<file path="config.mk">
export PLATFORM = sky130hd
export DESIGN_NAME = fetch_seq_ctrl_flat
export DESIGN_NICKNAME = d
export VERILOG_FILES = /design/src/rtl/fetch_seq_ctrl_pkg.sv /design/src/rtl/fetch_seq_ctrl_if.sv /design/src/rtl/fetch_seq_ctrl_inflight_cnt.sv /design/src/rtl/fetch_seq_ctrl.sv /design/src/flat_wrapper.sv
export SDC_FILE = /design/constraint.sdc
export NUM_CORES = 1
export LEC_CHECK = 0
export BUFFER_PORTS_ARGS = -buffer_cell sky130_fd_sc_hd__buf_2
export CAP_MARGIN = 15
export CELL_PAD_IN_SITES_DETAIL_PLACEMENT = 1
export CELL_PAD_IN_SITES_GLOBAL_PLACEMENT = 1
export CORE_ASPECT_RATIO = 1.75
export CORE_MARGIN = 2
export CORE_UTILIZATION = 30
export DETAILED_ROUTE_END_ITERATION = 12
export PLACE_DENSITY = 0.84
export SLEW_MARGIN = 25
export SYNTH_ARGS = -nofsm -noshare
export SYNTH_HDL_FRONTEND = slang
export SYNTH_HIERARCHICAL = 1
export SYNTH_SLANG_ARGS = --single-unit
</file>
<file path="constraint.sdc">
create_clock -name clk_i -period 2.7 [get_ports clk_i]
set_input_delay 0.54 -clock clk_i [delete_from_list [all_inputs] [get_ports clk_i]]
set_output_delay 0.54 -clock clk_i [all_outputs]
set_load 0.01 [all_outputs]
</file>
<file path="src/rtl/fetch_seq_ctrl_pkg.sv">
// Shared frontend definitions for the fetch sequencer.
//   fetch_state_e   : sequencer FSM states
//   fetch_addr_t    : 64-bit fetch address
//   DEF_FETCH_BYTES : default packet size, derived from INSTR_PER_FETCH
//   DEF_BOOT_ADDR   : default first fetch address after reset
//   fetch_align()   : clears the packet-offset bits of an address
package fetch_seq_ctrl_pkg;

  typedef enum logic [1:0] {
    FS_BOOT,
    FS_RUN,
    FS_HALTED
  } fetch_state_e;

  typedef logic [63:0] fetch_addr_t;

  localparam int unsigned INSTR_BYTES     = 4;
  localparam int unsigned INSTR_PER_FETCH = 1;
  localparam int unsigned DEF_FETCH_BYTES = INSTR_PER_FETCH * INSTR_BYTES;
  localparam fetch_addr_t DEF_BOOT_ADDR   = 64'h0000_0000_0001_0000;

  // fetch_bytes is a power of two, so the mask is a contiguous run of low bits.
  function automatic fetch_addr_t fetch_align(input fetch_addr_t addr,
                                              input int unsigned fetch_bytes);
    return addr & ~(64'(fetch_bytes) - 64'd1);
  endfunction

endpackage

</file>
<file path="src/rtl/fetch_seq_ctrl_if.sv">
// I$ request/response port of the fetch sequencer, including the branch
// prediction that travels with each response.
//   ic_req_valid / ic_req_ready / ic_req_addr : fetch request handshake
//   ic_kill      : kill pulse for in-flight requests
//   ic_rsp_valid : in-order response for the oldest accepted request
//   bp_valid / bp_addr : taken prediction qualified by ic_rsp_valid
// master = fetch sequencer side, slave = I$ side.
interface fetch_seq_ctrl_if;
  import fetch_seq_ctrl_pkg::*;

  logic        ic_req_valid;
  logic        ic_req_ready;
  fetch_addr_t ic_req_addr;
  logic        ic_kill;
  logic        ic_rsp_valid;
  logic        bp_valid;
  fetch_addr_t bp_addr;

  modport master (
    output ic_req_valid, ic_req_addr, ic_kill,
    input  ic_req_ready, ic_rsp_valid, bp_valid, bp_addr
  );

  modport slave (
    input  ic_req_valid, ic_req_addr, ic_kill,
    output ic_req_ready, ic_rsp_valid, bp_valid, bp_addr
  );

endinterface

</file>
<file path="src/rtl/fetch_seq_ctrl_inflight_cnt.sv">
// In-flight request bookkeeping: out_cnt counts accepted-but-unanswered I$
// requests, drop_cnt counts how many of those are stale (older than the last
// redirect) and must be discarded when they return.
//   inc_i       : request accepted this cycle
//   dec_i       : response consumed this cycle
//   drop_dec_i  : consumed response was stale
//   drop_load_i : every request still in flight after this cycle becomes stale
//   out_cnt_o / drop_cnt_o : registered counts
module fetch_inflight_cnt #(
  parameter  int unsigned MAX_OUTSTANDING = 2,
  localparam int unsigned CW              = $clog2(MAX_OUTSTANDING) + 1
) (
  input  logic          clk_i,
  input  logic          rst_ni,
  input  logic          inc_i,
  input  logic          dec_i,
  input  logic          drop_dec_i,
  input  logic          drop_load_i,
  output logic [CW-1:0] out_cnt_o,
  output logic [CW-1:0] drop_cnt_o
);

  localparam logic [CW-1:0] MAX_CNT = CW'(MAX_OUTSTANDING);

  logic [CW-1:0] out_cnt_q, out_cnt_d;
  logic [CW-1:0] drop_cnt_q, drop_cnt_d;

  always_comb begin
    out_cnt_d  = out_cnt_q + CW'(inc_i) - CW'(dec_i);
    drop_cnt_d = drop_cnt_q;
    if (drop_load_i) begin
      drop_cnt_d = out_cnt_d;
    end else if (drop_dec_i) begin
      drop_cnt_d = drop_cnt_q - CW'(1);
    end
  end

  always_ff @(posedge clk_i or negedge rst_ni) begin
    if (!rst_ni) begin
      out_cnt_q  <= '0;
      drop_cnt_q <= '0;
    end else begin
      out_cnt_q  <= out_cnt_d;
      drop_cnt_q <= drop_cnt_d;
    end
  end

  assign out_cnt_o  = out_cnt_q;
  assign drop_cnt_o = drop_cnt_q;

  a_cnt_bounds : assert property (@(posedge clk_i) disable iff (!rst_ni)
    (drop_cnt_q <= out_cnt_q) && (out_cnt_q <= MAX_CNT));
  a_no_overflow : assert property (@(posedge clk_i) disable iff (!rst_ni)
    (inc_i && !dec_i) |-> (out_cnt_q < MAX_CNT));
  a_no_underflow : assert property (@(posedge clk_i) disable iff (!rst_ni)
    dec_i |-> (out_cnt_q != '0));
  a_drop_underflow : assert property (@(posedge clk_i) disable iff (!rst_ni)
    drop_dec_i |-> (drop_cnt_q != '0));

endmodule

</file>
<file path="src/rtl/fetch_seq_ctrl.sv">
// Frontend fetch sequencer. Issues I$ fetch requests, picks the next fetch
// address (backend redirect > IQ replay > branch prediction > sequential),
// and discards responses that belong to requests issued before a redirect.
//   clk_i, rst_ni            : clock, asynchronous active-low reset
//   redirect_valid_i/addr_i  : backend flush/redirect
//   halt_i                   : stop issuing requests (in-flight still complete)
//   ic                       : I$ request/response port (master side)
//   iq_ready_i               : instruction queue can take packets
//   replay_i/replay_addr_i   : IQ overflowed on the forwarded packet
//   fetch_valid_o            : forward current response to the IQ
//   outstanding_o            : in-flight request count
module fetch_seq_ctrl
  import fetch_seq_ctrl_pkg::*;
#(
  parameter  int unsigned FETCH_BYTES     = DEF_FETCH_BYTES,
  parameter  int unsigned MAX_OUTSTANDING = 2,
  parameter  fetch_addr_t BOOT_ADDR       = DEF_BOOT_ADDR,
  localparam int unsigned CW              = $clog2(MAX_OUTSTANDING) + 1
) (
  input  logic               clk_i,
  input  logic               rst_ni,
  input  logic               redirect_valid_i,
  input  fetch_addr_t        redirect_addr_i,
  input  logic               halt_i,
  fetch_seq_ctrl_if.master   ic,
  input  logic               iq_ready_i,
  input  logic               replay_i,
  input  fetch_addr_t        replay_addr_i,
  output logic               fetch_valid_o,
  output logic [CW-1:0]      outstanding_o
);

  localparam logic [CW-1:0] MAX_CNT = CW'(MAX_OUTSTANDING);

  fetch_state_e  state_q, state_d;
  fetch_addr_t   npc_q, npc_d, npc_aligned;
  logic [CW-1:0] out_cnt_q, drop_cnt_q;

  logic redirect_act;
  logic rsp_fire;
  logic rsp_stale;
  logic fetch_valid;
  logic local_flush;
  logic req_valid;
  logic accept;

  fetch_inflight_cnt #(
    .MAX_OUTSTANDING (MAX_OUTSTANDING)
  ) u_inflight_cnt (
    .clk_i       (clk_i),
    .rst_ni      (rst_ni),
    .inc_i       (accept),
    .dec_i       (rsp_fire),
    .drop_dec_i  (rsp_stale),
    .drop_load_i (redirect_act || local_flush),
    .out_cnt_o   (out_cnt_q),
    .drop_cnt_o  (drop_cnt_q)
  );

  assign npc_aligned = fetch_align(npc_q, FETCH_BYTES);

  always_comb begin
    redirect_act = redirect_valid_i && (state_q != FS_BOOT);
    // A response with nothing in flight is a protocol error and is ignored.
    rsp_fire     = ic.ic_rsp_valid && (out_cnt_q != '0);
    rsp_stale    = rsp_fire && (drop_cnt_q != '0);
    fetch_valid  = rsp_fire && !rsp_stale && !redirect_act && (state_q != FS_BOOT);
    local_flush  = fetch_valid && (replay_i || ic.bp_valid);
    // Request suppressed on any flush cycle, so drop_cnt can load out_cnt_d
    // without having to exclude a same-cycle accept.
    req_valid    = (state_q == FS_RUN) && !halt_i && iq_ready_i &&
                   (out_cnt_q < MAX_CNT) && !redirect_valid_i && !local_flush;
    accept       = req_valid && ic.ic_req_ready;

    npc_d = npc_q;
    if (redirect_act) begin
      npc_d = redirect_addr_i;
    end else if (fetch_valid && replay_i) begin
      npc_d = replay_addr_i;
    end else if (fetch_valid && ic.bp_valid) begin
      npc_d = ic.bp_addr;
    end else if (accept) begin
      npc_d = npc_aligned + 64'(FETCH_BYTES);
    end
  end

  always_comb begin
    state_d = state_q;
    unique case (state_q)
      FS_BOOT:   state_d = FS_RUN;
      FS_RUN:    if (halt_i) state_d = FS_HALTED;
      FS_HALTED: if (!halt_i) state_d = FS_RUN;
      default:   state_d = FS_BOOT;
    endcase
  end

  always_ff @(posedge clk_i or negedge rst_ni) begin
    if (!rst_ni) begin
      state_q <= FS_BOOT;
      npc_q   <= BOOT_ADDR;
    end else begin
      state_q <= state_d;
      npc_q   <= npc_d;
    end
  end

  assign ic.ic_req_valid = req_valid;
  assign ic.ic_req_addr  = npc_aligned;
  assign ic.ic_kill      = redirect_act || local_flush;
  assign fetch_valid_o   = fetch_valid;
  assign outstanding_o   = out_cnt_q;

  a_rsp_with_inflight : assert property (@(posedge clk_i) disable iff (!rst_ni)
    ic.ic_rsp_valid |-> (out_cnt_q != '0));

endmodule
</file>
<file path="src/flat_wrapper.sv">
// flat-port wrapper written by rule: the top's interface ports become plain ports
module fetch_seq_ctrl_flat import fetch_seq_ctrl_pkg::*;
#(
  parameter  int unsigned FETCH_BYTES     = DEF_FETCH_BYTES,
  parameter  int unsigned MAX_OUTSTANDING = 2,
  parameter  fetch_addr_t BOOT_ADDR       = DEF_BOOT_ADDR,
  localparam int unsigned CW              = $clog2(MAX_OUTSTANDING) + 1
)
  (clk_i, rst_ni, redirect_valid_i, redirect_addr_i, halt_i, iq_ready_i, replay_i, replay_addr_i, fetch_valid_o, outstanding_o, ic_ic_req_valid, ic_ic_req_addr, ic_ic_kill, ic_ic_req_ready, ic_ic_rsp_valid, ic_bp_valid, ic_bp_addr);
  fetch_seq_ctrl_if ic_i ();
  input  logic clk_i;
  input  logic rst_ni;
  input  logic redirect_valid_i;
  input  fetch_addr_t redirect_addr_i;
  input  logic halt_i;
  input  logic iq_ready_i;
  input  logic replay_i;
  input  fetch_addr_t replay_addr_i;
  output logic fetch_valid_o;
  output logic [CW-1:0] outstanding_o;
  output wire logic [$bits(ic_i.ic_req_valid)-1:0] ic_ic_req_valid;
  output wire logic [$bits(ic_i.ic_req_addr)-1:0] ic_ic_req_addr;
  output wire logic [$bits(ic_i.ic_kill)-1:0] ic_ic_kill;
  input wire logic [$bits(ic_i.ic_req_ready)-1:0] ic_ic_req_ready;
  input wire logic [$bits(ic_i.ic_rsp_valid)-1:0] ic_ic_rsp_valid;
  input wire logic [$bits(ic_i.bp_valid)-1:0] ic_bp_valid;
  input wire logic [$bits(ic_i.bp_addr)-1:0] ic_bp_addr;
  assign ic_ic_req_valid = ic_i.ic_req_valid;
  assign ic_ic_req_addr = ic_i.ic_req_addr;
  assign ic_ic_kill = ic_i.ic_kill;
  assign ic_i.ic_req_ready = ic_ic_req_ready;
  assign ic_i.ic_rsp_valid = ic_ic_rsp_valid;
  assign ic_i.bp_valid = ic_bp_valid;
  assign ic_i.bp_addr = ic_bp_addr;
  fetch_seq_ctrl #(.FETCH_BYTES(FETCH_BYTES), .MAX_OUTSTANDING(MAX_OUTSTANDING), .BOOT_ADDR(BOOT_ADDR)) u_core (.clk_i(clk_i), .rst_ni(rst_ni), .redirect_valid_i(redirect_valid_i), .redirect_addr_i(redirect_addr_i), .halt_i(halt_i), .ic(ic_i), .iq_ready_i(iq_ready_i), .replay_i(replay_i), .replay_addr_i(replay_addr_i), .fetch_valid_o(fetch_valid_o), .outstanding_o(outstanding_o));
endmodule
</file>
# --- After elaboration in Yosys (flattened, before gate mapping) ---
# Cells that the tools add are included.
word_totals:
  word_cells: 51
  ff_bits: 70
  out_inout_bits: 69
  inputBits: 201
op_classes:
  n_reduce_logical: 29
  n_eq_ne: 4
  n_lt_le_gt_ge: 1
  addsub: 4
  n_mux: 9
op_table:
  columns: ["operator", "count"]
  rows:
  - ["2-to-1 mux 64 bit", 4]
  - ["adder 64 x 3 -> 64 bit (second input constant)", 1]
  - ["logical AND 1 bit", 15]
  - ["2-to-1 mux 2 bit", 4]
  - ["nonzero test 2 bit", 4]
  - ["case mux 2 bit (3 select lines)", 1]
  - ["zero test 1 bit", 5]
  - ["!= test 2 bit (second input constant)", 2]
  - ["nonzero test 4 bit", 1]
  - ["adder 2 x 1 -> 2 bit", 1]
  - ["equality test 2 x 1 -> 1 bit (second input constant)", 1]
  - ["equality test 2 bit (second input constant)", 1]
  - ["zero test 2 bit", 1]
  - ["logical OR 1 bit", 2]
  - ["< comparator 2 bit (second input constant)", 1]
  - ["AND reduction 2 bit", 1]
  - ["subtractor 2 x 1 -> 2 bit", 1]
  - ["subtractor 2 x 1 -> 2 bit (second input constant)", 1]

# --- Depth between registers and ports, before layout ---
logic_depth:
  word_depth: 15
  mapped_depth: 12
  mapped_depth_nobuf: 10

# --- By module ---
# Netlist, hierarchy kept.
by_module_without_submodules:
  columns: ["module", "seq_area_each_um2", "instances", "cells_per_inst", "area_each_um2"]
  rows:
  - ["fetch_seq_ctrl", 1602.8, 1, 802, 5923.2]
  - ["fetch_inflight_cnt", 100.1, 1, 16, 205.2]

# --- Worst setup path after synthesis ---
# No wires, ideal clock.
synth_path:
  path_type: "input port to flip-flop"
  start: "input port ic_ic_rsp_valid"
  end: "register u_core.u_inflight_cnt.drop_cnt_q[1], in the netlist u_core/u_inflight_cnt/drop_cnt_o[1]"
  required_time_ns: 2.575
  setup_slack_ns: 0.013
  setup_ns: 0.125
  cell_stages: 12
  t_arrival_ns: 2.562
  path_buffers: 2
  path_cell_list: "o21ai_0 -> or4_1 -> buf_2 -> inv_2 -> buf_2 -> nand2_1 -> nand2_1 -> inv_1 -> ha_1 -> xnor2_2 -> xnor2_1 -> mux2_4"
synth_via:
  elab_chain_cells: 13
  elab_cells_between_ends: 15
  classes_between: "add/sub: 2; mux: 1; reduce/logical: 12"
synth_lines:
  columns: ["item", "line_no", "rtl"]
  rows:
  - ["from (decl)", "flat_wrapper.sv:25", "input wire logic [$bits(ic_i.ic_rsp_valid)-1:0] ic_ic_rsp_valid;"]
  - ["logical AND 1 bit *", "fetch_seq_ctrl.sv:65", "rsp_fire = ic.ic_rsp_valid && (out_cnt_q != '0);"]
  - ["logical AND 1 bit", "fetch_seq_ctrl.sv:66", "rsp_stale = rsp_fire && (drop_cnt_q != '0);"]
  - ["zero test 1 bit", "fetch_seq_ctrl.sv:67", "fetch_valid = rsp_fire && !rsp_stale && !redirect_act && (state_q != FS_BOOT);"]
  - ["logical AND 1 bit * (3 in a row)", "fetch_seq_ctrl.sv:67", null]
  - ["logical AND 1 bit *", "fetch_seq_ctrl.sv:68", "local_flush = fetch_valid && (replay_i || ic.bp_valid);"]
  - ["zero test 1 bit *", "fetch_seq_ctrl.sv:72", "(out_cnt_q < MAX_CNT) && !redirect_valid_i && !local_flush;"]
  - ["logical AND 1 bit *", "fetch_seq_ctrl.sv:72", null]
  - ["logical AND 1 bit *", "fetch_seq_ctrl.sv:73", "accept = req_valid && ic.ic_req_ready;"]
  - ["named net u_core.accept", "fetch_seq_ctrl.sv:45", "logic accept;"]
  - ["adder 2 x 1 -> 2 bit *", "fetch_seq_ctrl_inflight_cnt.sv:29", "out_cnt_d = out_cnt_q + CW'(inc_i) - CW'(dec_i);"]
  - ["subtractor 2 x 1 -> 2 bit *", "fetch_seq_ctrl_inflight_cnt.sv:29", null]
  - ["named net u_core.u_inflight_cnt.out_cnt_d[1]", "fetch_seq_ctrl_inflight_cnt.sv:25", "logic [CW-1:0] out_cnt_q, out_cnt_d;"]
  - ["2-to-1 mux 2 bit *", "fetch_seq_ctrl_inflight_cnt.sv:31", "if (drop_load_i) begin"]
  - ["to (signal assigned)", "fetch_seq_ctrl_inflight_cnt.sv:44", "drop_cnt_q <= drop_cnt_d;"]
  - ["to (decl)", "fetch_seq_ctrl_inflight_cnt.sv:26", "logic [CW-1:0] drop_cnt_q, drop_cnt_d;"]
# Mark *: on every way through the listed nets, which the timed path passes. The rest lies on a longest branch.
# A chain may end at the register's enable or synchronous reset.

# --- Worst setup path in the final report ---
layout_path:
  start: "register u_core.u_inflight_cnt.drop_cnt_q[1], in the netlist u_core/u_inflight_cnt/drop_cnt_o[1]"
  end: "output port ic_ic_req_valid"
layout_via:
  elab_chain_cells: 9
layout_lines:
  columns: ["item", "line_no", "rtl"]
  rows:
  - ["nonzero test 2 bit", "fetch_seq_ctrl.sv:66", null]
  - ["logical AND 1 bit", "fetch_seq_ctrl.sv:66", null]
  - ["zero test 1 bit", "fetch_seq_ctrl.sv:67", null]
  - ["logical AND 1 bit (3 in a row)", "fetch_seq_ctrl.sv:67", null]
  - ["logical AND 1 bit", "fetch_seq_ctrl.sv:68", null]
  - ["zero test 1 bit", "fetch_seq_ctrl.sv:72", null]
  - ["logical AND 1 bit", "fetch_seq_ctrl.sv:72", null]
  - ["to (decl)", "flat_wrapper.sv:21", "output wire logic [$bits(ic_i.ic_req_valid)-1:0] ic_ic_req_valid;"]
# No other way between the ends.

==> results by group <==
Setup path
  – Crit-path max cell delay: ~0.44 ns
  – Worst EP required: between 2 and 2.5 ns
  – Crit path kind: reg2out
  – CP endpoint kind: output port
  – Startpoint types: flop
  – Arr. time, crit path: 2.07 ns
  – Crit-path cells: or2_4 -> or4_4 -> inv_4 -> nand2_1 -> buf_6 -> and3_1 -> buf_2
  – Launch point of the worst path: u_core/u_inflight_cnt/drop_cnt_o[1]
  – R2r startpoint: u_core/npc_q[16]
  – Critical path's slowest cell: or4_4
  – Crit Path Max Fanout: 7

Logic synthesis
  – Compound-gate portion of the synthesized area: 0.343
  – Flops & latches, synth: 68
  – Primary FF master, synth: dfrtp_1
  – Synth top area cells: dfrtp_1 (27%), o21ai_0 (7.2%), a21oi_1 (6.3%), nand2_1 (4.7%), nor2_1 (3.4%)
  – Synthesized area: 6130 um^2
  – Average cell area after synthesis: 7.49 um^2
  – Synth Area in XOR/XNOR: 0.0341
  – FFs w/ async S/R, synth: 1.00
  – Main combinational cell family by area after synthesis: compound AO/OA/AOI/OAI gates
  – Post-synth top area share: 0.274
  – Post-Synth Simple-Gate Area: 0.263
  – Synth Area in Adders: 0.00612
  – Synth unique cells: 81
  – Post-synth EDFFs: 0
  – Area leader, netlist: dfrtp_1
  – Register area share after synthesis: 0.278
  – Post-synthesis mux area share: 0.0110
  – Syn. warnings: 6
  – Syn Inst Count: 818

STA
  – Fin Setup TNS: 0 ns
  – RSZ-0062 raised after global routing: false
  – Final Skew: 0.0119 ns
  – Relative slew slack: 0.504
  – Final min period: 2.61 ns
  – Period utilization: 0.965
  – Slew @ Worst Pin: approximately 0.74 ns
  – Slew Viols, Final: 0
  – Fmax: 384 MHz
  – Setup violators final: 0
  – Final hold violations: 0

CTS
  – TritonCTS Buffers: 9
  – Clk root buf: clkbuf_16
  – CTS HTree Levels: 3
  – CTS max path bufs: 2
  – TritonCTS clock tree: built
  – CTS clk-pin slew, worst paths: 0.07 ns
  – Sink Count: 68
  – Clock Latency Late Sink: ~0.35 ns

Pwr
  – Power density over cell area: between 900 and 1000 nW/um^2
  – Leakage dissipation: roughly 3.7 nW
  – Tot Pwr: around 7.7 mW
  – Max VDD drop: slightly above 0.4 mV

Cells and area
  – Share of cells above drive strength 1: 0.360
  – Layout Cells excl Fill: 1,360
  – Commonest non-fill, non-tap cell in the layout: buf_2
  – Design area: 8500 um^2
  – Commonest cells after routing, fill and taps aside: buf_2 (260), o21ai_0 (86), a21oi_1 (76)
  – Area growth, synth to finish: 38.8%
  – # nets final: 1,305

Die
  – Die width: 112 um
  – Vert. Die Dim: 193 um
  – Num rows: 69
  – Die ar.: 21,600 um^2
  – Initial core utilization: 0.303
  – Core Region: just over 20,000 um^2
  – IO Pins: 270

Global route
  – Largest net degree at the start of global routing: 69
  – First-pass GRT wire length: roughly 48,000 um
  – Number of global-route vias before repair: approximately 8,600
  – Global Route Usage Sum: 0.284
  – Initial antenna violation count: 6
  – Overflow after GRT: 0

Routing
  – Via density: 6.09
  – DR vias: 8,282
  – DRT Pass-1 Iters: 5
  – Detail Route Antenna Nets: 0
  – Wire length per cell: 23.4 um
  – DRC errors left: 0
  – Drt total wl: 31,800 um
  – First DRT Iteration DRCs: ~430

Placement
  – HPWL after DPL: 23,900 um
  – Placed cell areas: approximately 8000 um^2
  – Number of port buffers: 261
  – Placer Congestion: approximately 0.95
  – Placed Instances: 1,335

Run status
  – Outcome: finished, final reports clean

Worst hold path
  – Hold Path Class: in2async

Flow run
  – Max Cap Viol: 0
[critical path, delay by kind of cell (launching register included)]
family,cells,cell delay (ns)
and+or+nand+nor,4,0.94
DFF,1,0.40
buffers and inverters,3,0.39
[registers in the layout, summed over array words and instances, names as in the netlist]
name / cells
u_core/npc_q: 62
u_core/u_inflight_cnt/drop_cnt_o: 2
u_core/state_q: 2
u_core/u_inflight_cnt/out_cnt_o: 2
[where the power goes]
part	internal, mW	switching (mW)	leakage, nW
clock	0.810	0.499	0.149
combinational	1.81	2.40	2.80
sequential	1.50	0.695	0.782
total	4.12	3.59	3.73
[synthesized netlist by cell type, drive strengths merged (8+ instances only)]
library cell / n
inv: 16
nor4: 18
a221oi: 11
o22ai: 17
xnor2: 16
dfrtp: 67
a211oi: 10
a22oi: 17
nand2: 76
and3: 19
a21oi: 77
buf: 26
clkbuf: 41
nor3: 34
and4: 10
o21a: 10
o211ai: 12
nor2: 56
nand3: 29
nand4: 27
a22o: 8
o21ai: 91
a31oi: 12
[final timing paths]
| check | end | slack, ns | cells past startpoint |
|---|---|---|---|
| hold reg to reg | u_core/state_q[0] | 0.57 | 1 |
| max in group asynchronous | u_core/state_q[1] | 1.93 | 1 |
| min in group clk_i | u_core/npc_q[6] | 0.40 | 3 |
| setup / recovery | ic_ic_req_valid | 0.09 | 7 |
| hold / removal | u_core/npc_q[55] | 0.22 | 1 |
| setup reg to reg | u_core/npc_q[44] | 0.10 | 6 |
[logic make-up after synthesis]
| logic type | Yosys count |
|---|---|
| AOI/OAI and AO/OA | 327 |
| and+or+nand+nor | 306 |
| buffers and inverters | 84 |
| DFF | 68 |
| xor gates and xnor gates | 23 |
| muxes | 6 |
| adders and majority gates | 3 |
| other | 1 |
[per-layer routing]
| layer | GRT usage | share of wire | wire length, um |
|---|---|---|---|
| met4 | 0.172 | 0.058 | 1860 |
| met3 | 0.0375 | 0.062 | 1980 |
| met2 | 0.527 | 0.53 | 16900 |
| met5 | 0 | 0 | 0 |
| met1 | 0.305 | 0.35 | 11100 |
[area by class of cell]
cell class | count | area (um^2)
fillers | 2624 | 11700
clock inverters | 6 | 88.8
repair buffers | 339 | 1990
inverters | 16 | 62.6
clock buffers | 10 | 229
multi-input cells | 667 | 4100
diodes | 6 | 15.0
flip-flops and latches | 68 | 1710
well taps | 248 | 310
[timing repair]
| action | CTS | global route |
|---|---|---|
| endpoints found under the setup margin | 1 | 7 |
| gates resized for setup | 1 | 10 |
| hold buffers | 0 | 0 |
| buffers inserted | 0 | 3 |
[through the flow]
| stage | hold WS [ns] | setup slack [ns] | utilization |
|---|---|---|---|
| after global placement | 0.550 | 0.109 | 0.401 |
| after detailed placement | 0.566 | 0.0242 | 0.402 |
| after floorplan | 0.244 | 0.0134 | - |
| after CTS | 0.394 | 0.00301 | 0.418 |
| after global routing | 0.265 | 0.00102 | 0.421 |
| final | 0.221 | 0.0933 | 0.421 |
Power figures use the tool's default switching activity.
